File: config.mk
export PLATFORM = sky130hd
export DESIGN_NAME = ascon_io_shifter
export DESIGN_NICKNAME = d
export VERILOG_FILES = /design/src/rtl/ascon_io_shifter.sv
export SDC_FILE = /design/constraint.sdc
export NUM_CORES = 2
export LEC_CHECK = 0
export ABC_AREA = 1
export CORE_AREA = 2 2 661 663
export DETAILED_ROUTE_END_ITERATION = 10
export DIE_AREA = 0 0 663 665
export GPL_TIMING_DRIVEN = 0
export PLACE_DENSITY = 0.32
export SLEW_MARGIN = 20
export SYNTH_ARGS = -nofsm -noshare
export SYNTH_HDL_FRONTEND = slang
export SYNTH_SLANG_ARGS = --single-unit
File: constraint.sdc
create_clock -name clk -period 3.5 [get_ports clk]
set_input_delay 0.7 -clock clk [delete_from_list [all_inputs] [get_ports clk]]
set_output_delay 0.7 -clock clk [all_outputs]
set_load 0.05 [all_outputs]
File: src/rtl/ascon_io_shifter.sv
// ascon_io_shifter
//   Share-aware I/O front-end for the Ascon AEAD core.
//   Input side: accepts key, nonce, AD and PT (SHARES-way masked) as W-bit
//   lanes per share over one valid/ready port, MSB-first into each field.
//   Output side: captures CT and tag from the core (or the dummy values on an
//   authentication failure) and streams them out LSB-first, W bits per beat.
//   Both sides run independently; clear restarts only the input side.
//
// Ports
//   clk, rst          clock, synchronous active-high reset
//   clear             synchronous restart of the input side
//   in_valid/in_ready input beat handshake, in_data share s at [s*W +: W]
//   load_done         all four fields loaded
//   key_o/nonce_o/ad_o/pt_o  loaded fields, share s at [s*F +: F]
//   res_valid/res_ready      result capture handshake (res_ready = idle)
//   res_fail          select res_dummy_ct/res_dummy_tag instead of res_ct/res_tag
//   out_valid/out_ready      output beat handshake
//   out_data          current output lane
//   out_last          asserted on the final tag beat
module ascon_io_shifter #(
  parameter int K      = 128,
  parameter int L      = 80,
  parameter int Y      = 80,
  parameter int W      = 1,
  parameter int SHARES = 3
) (
  input  logic                  clk,
  input  logic                  rst,
  input  logic                  clear,
  input  logic                  in_valid,
  output logic                  in_ready,
  input  logic [SHARES*W-1:0]   in_data,
  output logic                  load_done,
  output logic [SHARES*K-1:0]   key_o,
  output logic [SHARES*128-1:0] nonce_o,
  output logic [SHARES*L-1:0]   ad_o,
  output logic [SHARES*Y-1:0]   pt_o,
  input  logic                  res_valid,
  output logic                  res_ready,
  input  logic                  res_fail,
  input  logic [Y-1:0]          res_ct,
  input  logic [127:0]          res_tag,
  input  logic [Y-1:0]          res_dummy_ct,
  input  logic [127:0]          res_dummy_tag,
  output logic                  out_valid,
  input  logic                  out_ready,
  output logic [W-1:0]          out_data,
  output logic                  out_last
);

  localparam int KB   = K / W;
  localparam int NB   = 128 / W;
  localparam int AB   = L / W;
  localparam int PB   = Y / W;
  localparam int M1   = (KB > NB) ? KB : NB;
  localparam int M2   = (AB > PB) ? AB : PB;
  localparam int MAXB = (M1 > M2) ? M1 : M2;
  localparam int CW   = $clog2(MAXB + 1);

  typedef enum logic [2:0] {S_KEY, S_NONCE, S_AD, S_PT, S_DONE} in_state_t;
  typedef enum logic [1:0] {O_IDLE, O_CT, O_TAG} out_state_t;

  in_state_t             in_state_q;
  logic [CW-1:0]         in_cnt_q;
  logic [SHARES*K-1:0]   key_q;
  logic [SHARES*128-1:0] nonce_q;
  logic [SHARES*L-1:0]   ad_q;
  logic [SHARES*Y-1:0]   pt_q;
  logic                  in_last;

  out_state_t            out_state_q;
  logic [CW-1:0]         out_cnt_q;
  logic [Y-1:0]          ct_q;
  logic [127:0]          tag_q;

  // ---------------- input side ----------------
  assign in_ready  = ~rst & (in_state_q != S_DONE);
  assign load_done = (in_state_q == S_DONE);
  assign key_o     = key_q;
  assign nonce_o   = nonce_q;
  assign ad_o      = ad_q;
  assign pt_o      = pt_q;

  always_comb begin
    in_last = 1'b0;
    case (in_state_q)
      S_KEY:   in_last = (in_cnt_q == CW'(KB - 1));
      S_NONCE: in_last = (in_cnt_q == CW'(NB - 1));
      S_AD:    in_last = (in_cnt_q == CW'(AB - 1));
      S_PT:    in_last = (in_cnt_q == CW'(PB - 1));
      default: in_last = 1'b0;
    endcase
  end

  // clear shares the reset branch, so a beat arriving with clear is dropped.
  always_ff @(posedge clk) begin
    if (rst || clear) begin
      in_state_q <= S_KEY;
      in_cnt_q   <= '0;
      key_q      <= '0;
      nonce_q    <= '0;
      ad_q       <= '0;
      pt_q       <= '0;
    end else if (in_valid && in_ready) begin
      for (int unsigned s = 0; s < SHARES; s++) begin
        case (in_state_q)
          S_KEY:   key_q[s*K +: K]       <= {key_q[s*K +: K-W], in_data[s*W +: W]};
          S_NONCE: nonce_q[s*128 +: 128] <= {nonce_q[s*128 +: 128-W], in_data[s*W +: W]};
          S_AD:    ad_q[s*L +: L]        <= {ad_q[s*L +: L-W], in_data[s*W +: W]};
          S_PT:    pt_q[s*Y +: Y]        <= {pt_q[s*Y +: Y-W], in_data[s*W +: W]};
          default: ;
        endcase
      end
      if (in_last) begin
        in_cnt_q <= '0;
        case (in_state_q)
          S_KEY:   in_state_q <= S_NONCE;
          S_NONCE: in_state_q <= S_AD;
          S_AD:    in_state_q <= S_PT;
          default: in_state_q <= S_DONE;
        endcase
      end else begin
        in_cnt_q <= in_cnt_q + 1'b1;
      end
    end
  end

  // ---------------- output side ----------------
  assign res_ready = ~rst & (out_state_q == O_IDLE);
  assign out_valid = (out_state_q != O_IDLE);
  assign out_last  = (out_state_q == O_TAG) && (out_cnt_q == CW'(NB - 1));

  always_comb begin
    out_data = '0;
    case (out_state_q)
      O_CT:    out_data = ct_q[W-1:0];
      O_TAG:   out_data = tag_q[W-1:0];
      default: out_data = '0;
    endcase
  end

  always_ff @(posedge clk) begin
    if (rst) begin
      out_state_q <= O_IDLE;
      out_cnt_q   <= '0;
      ct_q        <= '0;
      tag_q       <= '0;
    end else begin
      case (out_state_q)
        O_IDLE: begin
          if (res_valid) begin
            ct_q        <= res_fail ? res_dummy_ct  : res_ct;
            tag_q       <= res_fail ? res_dummy_tag : res_tag;
            out_cnt_q   <= '0;
            out_state_q <= O_CT;
          end
        end
        O_CT: begin
          if (out_ready) begin
            ct_q <= ct_q >> W;
            if (out_cnt_q == CW'(PB - 1)) begin
              out_cnt_q   <= '0;
              out_state_q <= O_TAG;
            end else begin
              out_cnt_q <= out_cnt_q + 1'b1;
            end
          end
        end
        O_TAG: begin
          if (out_ready) begin
            tag_q <= tag_q >> W;
            if (out_cnt_q == CW'(NB - 1)) begin
              out_cnt_q   <= '0;
              out_state_q <= O_IDLE;
            end else begin
              out_cnt_q <= out_cnt_q + 1'b1;
            end
          end
        end
        default: out_state_q <= O_IDLE;
      endcase
    end
  end

endmodule

==> flow_summary.ini <==
[synth]
synth_edf_count = 0
synth_ff_type = dfxtp_1
yosysUniqueCellTypes = 28
synthCells = 7458
synth_top_area_cell = dfxtp_1
synth-seq-area-share = 0.522
ys_seq_elements = 1477
syn_area_um2 = 56700
synthArstFlopShare = 0
synth.most_common_cell = dfxtp_1
synth_nets = 7891
synthTopCellsByCount = dfxtp_1 (1477), nand2_1 (1305), nor2_1 (1293), a21oi_1 (970), o21ai_0 (755)
syn-mean-instance-area_um2 = 7.60
yosysTopAreaCellShare = 0.522
synth_warnings = 0
synthTopCellsByArea = dfxtp_1 (52%), nand2_1 (8.6%), a21oi_1 (8.6%)

[worst_setup_path]
path_delay_family = buffers and inverters
crit_top_cell = clkbuf_1
cp_max_fo = 10
cp-start-kind = flop
crit_required_ps = 4230
crit_chain = inv_1, ha_1, buf_2, inv_2, clkbuf_1, clkbuf_1, nand3_1, o211ai_1, a21oi_1
cp.arrival_ps = 4070
worstSetupPathType = reg2reg
slowest_stage = clkbuf_1
slowest_delay_ps = 680
end_kind = flop
timing.critical_path.buf_inv = 5

[global_routing]
grt_pass1_vias = 57700
overflow = 0
track_usage = 0.153
grt_start_max_net_pins = 20
grt_first_pass_wirelength_um = 483000
antenna_found_initial = 88

[cells_and_area]
stdcell_area_um2 = 87300
syn_to_final_growth_pct = 54.0
final_layout_size_suffix_gt1_frac = 0.0714
final_core_util = 0.201
seqCellArea_um2 = 29600
nets = 9772
multi_input_area_um2 = 23900
fillers = 48100

[clock_tree]
clockBufferDepth = 4
numCtsBuffers = 197
cts_tree = built
clk_pin_slew_worst_paths_ps = 60
clock_sinks = 1477
root_buffer = clkbuf_16
clkLatencyLatePin_ps = 910
ctsHoldBuffers = 0
htreeDepth = 4

[detailed_routing]
drc = 0
viasPerCell = 3.95
drt_iter0_markers = 4219
drtPass1Iterations = 6
postRouteAntennaNets = 0
wl_per_cell_um = 23.2
drt-total-wl_um = 354000
vias = 60200

[placed_design]
portBuffers = 1678
dp.final_hpwl_um = 285000
place.gp.congestion = 0.962
placed_area_um2 = 80700

[sta]
hold_viol = 0
fmax_mhz = 299
fin_crit_sh = 0.957
maxSlewHeadroom = 0.202
setup_violations = 0
finClkSkew_ps = 92.9
maxSlewViolCount = 0
post-route-min-period_ps = 3350
rsz0062_at_grt = false
worst_slew_pin_slew_ps = 1200

[pwr]
powerDensity_nw_per_um2 = 526
power.leakage_nw = 31.8
seqPwrFrac = 0.397
clockPowerShare = 0.450
p_sw_w = 0.0137
internal-power_w = 0.0322
swShare = 0.298
vdd_drop_max_mv = 0.374
power_frac_comb = 0.153

[run]
cap_violations = 0

[floorplan]
dieArea_um2 = 441000
die_height_um = 665
io_pins = 1680
core-area_um2 = 433000
die_x_um = 663
rows = 242
start_util = 0.131

[min_path]
worstHoldPathType = in2reg

[status]
status = complete, no violations
cells in the final DEF (no fill, tap or decap), types with 243 or more instances in the layout:
cell and n:
a21oi_1 970, buf_2 319, clkbuf_1 340, clkdlybuf4s50_1 1667, dfxtp_1 1477, nand2_1 1305
nand3_1 475, nand4_1 243, nor2_1 1292, o21ai_0 755
final timing paths:
kind / start / endpoint / slack [ps] / cells after the start
max: out_state_q[1] / ct_q[72] / 150 / 9
min reg2reg: nonce_o[103] / nonce_o[104] / 410 / 2
max reg2reg: out_state_q[1] / ct_q[72] / 150 / 9
min: in_data[2] / ad_o[160] / 230 / 3
area by class of cell:
type | count | area share
Multi-Input combinational cell | 5275 | 0.274
Tap cell | 5734 | 0.0822
Sequential cell | 1477 | 0.339
Buffer | 666 | 0.0346
Antenna cell | 33 | 0.000946
Timing Repair Buffer | 1684 | 0.193
Inverter | 38 | 0.00172
Clock inverter | 54 | 0.00816
Clock buffer | 292 | 0.0659
through the flow:
step                      hold slack [ps]  setup WS [ps]  total power [W]  cells  setup TNS [ps]
after detailed placement              455          -1480           0.0257  14900         -327060
after floorplan                       445            383           0.0226   7458               0
after CTS                             135           11.5           0.0469  15200               0
after global routing                  181           59.1           0.0483  15200               0
final                                 227            152           0.0459  15300               0
after global placement                451          -1790           0.0256  14900        -1222320
routing by layer:
metal  global-route usage  wire length, um  up-vias  part of all wire
li1                     -                -    28800                 -
met1                0.176           141000    28800              0.40
met4               0.0612            15800       28             0.045
met5                    0              163        -           0.00046
met2                0.258           167000     2035              0.47
met3               0.0541            30300      519             0.086
kinds of logic after synthesis:
kind of cell / share of synthesized area
DFF: 0.522
xor gates and xnor gates: 0.000773
and+or+nand+nor: 0.257
adders and majority gates: 0.00155
AOI/OAI and AO/OA: 0.163
buffers and inverters: 0.0556
sequential cells by signal (all words and copies together) (netlist names):
signal	flops
out_state_q	2
nonce_o	384
in_state_q	3
out_cnt_q	8
tag_q	128
pt_o	240
in_cnt_q	8
ct_q	80
ad_o	240
key_o	384
timing repair:
action / in CTS / in global routing
pin swaps: 1 / 0
hold endpoints to repair: 0 / 0
setup buffers: 3 / 0
setup endpoints to repair: 54 / 1
resized for setup: 29 / 1
power by group through the flow:
stage                     sequential [W]  clock (W)  combinational (W)
final                             0.0182     0.0207            0.00703
after global routing              0.0183     0.0221            0.00781
after floorplan                   0.0185          0            0.00418
after detailed placement          0.0186          0            0.00709
after global placement            0.0186          0            0.00702
after CTS                         0.0182     0.0216            0.00714
worst min-delay path: cells and delay by family:
kind	cells	cell delay, ps
buffers and inverters	1	170
AND/OR/NAND/NOR	2	170
Power figures use the tool's default switching activity.
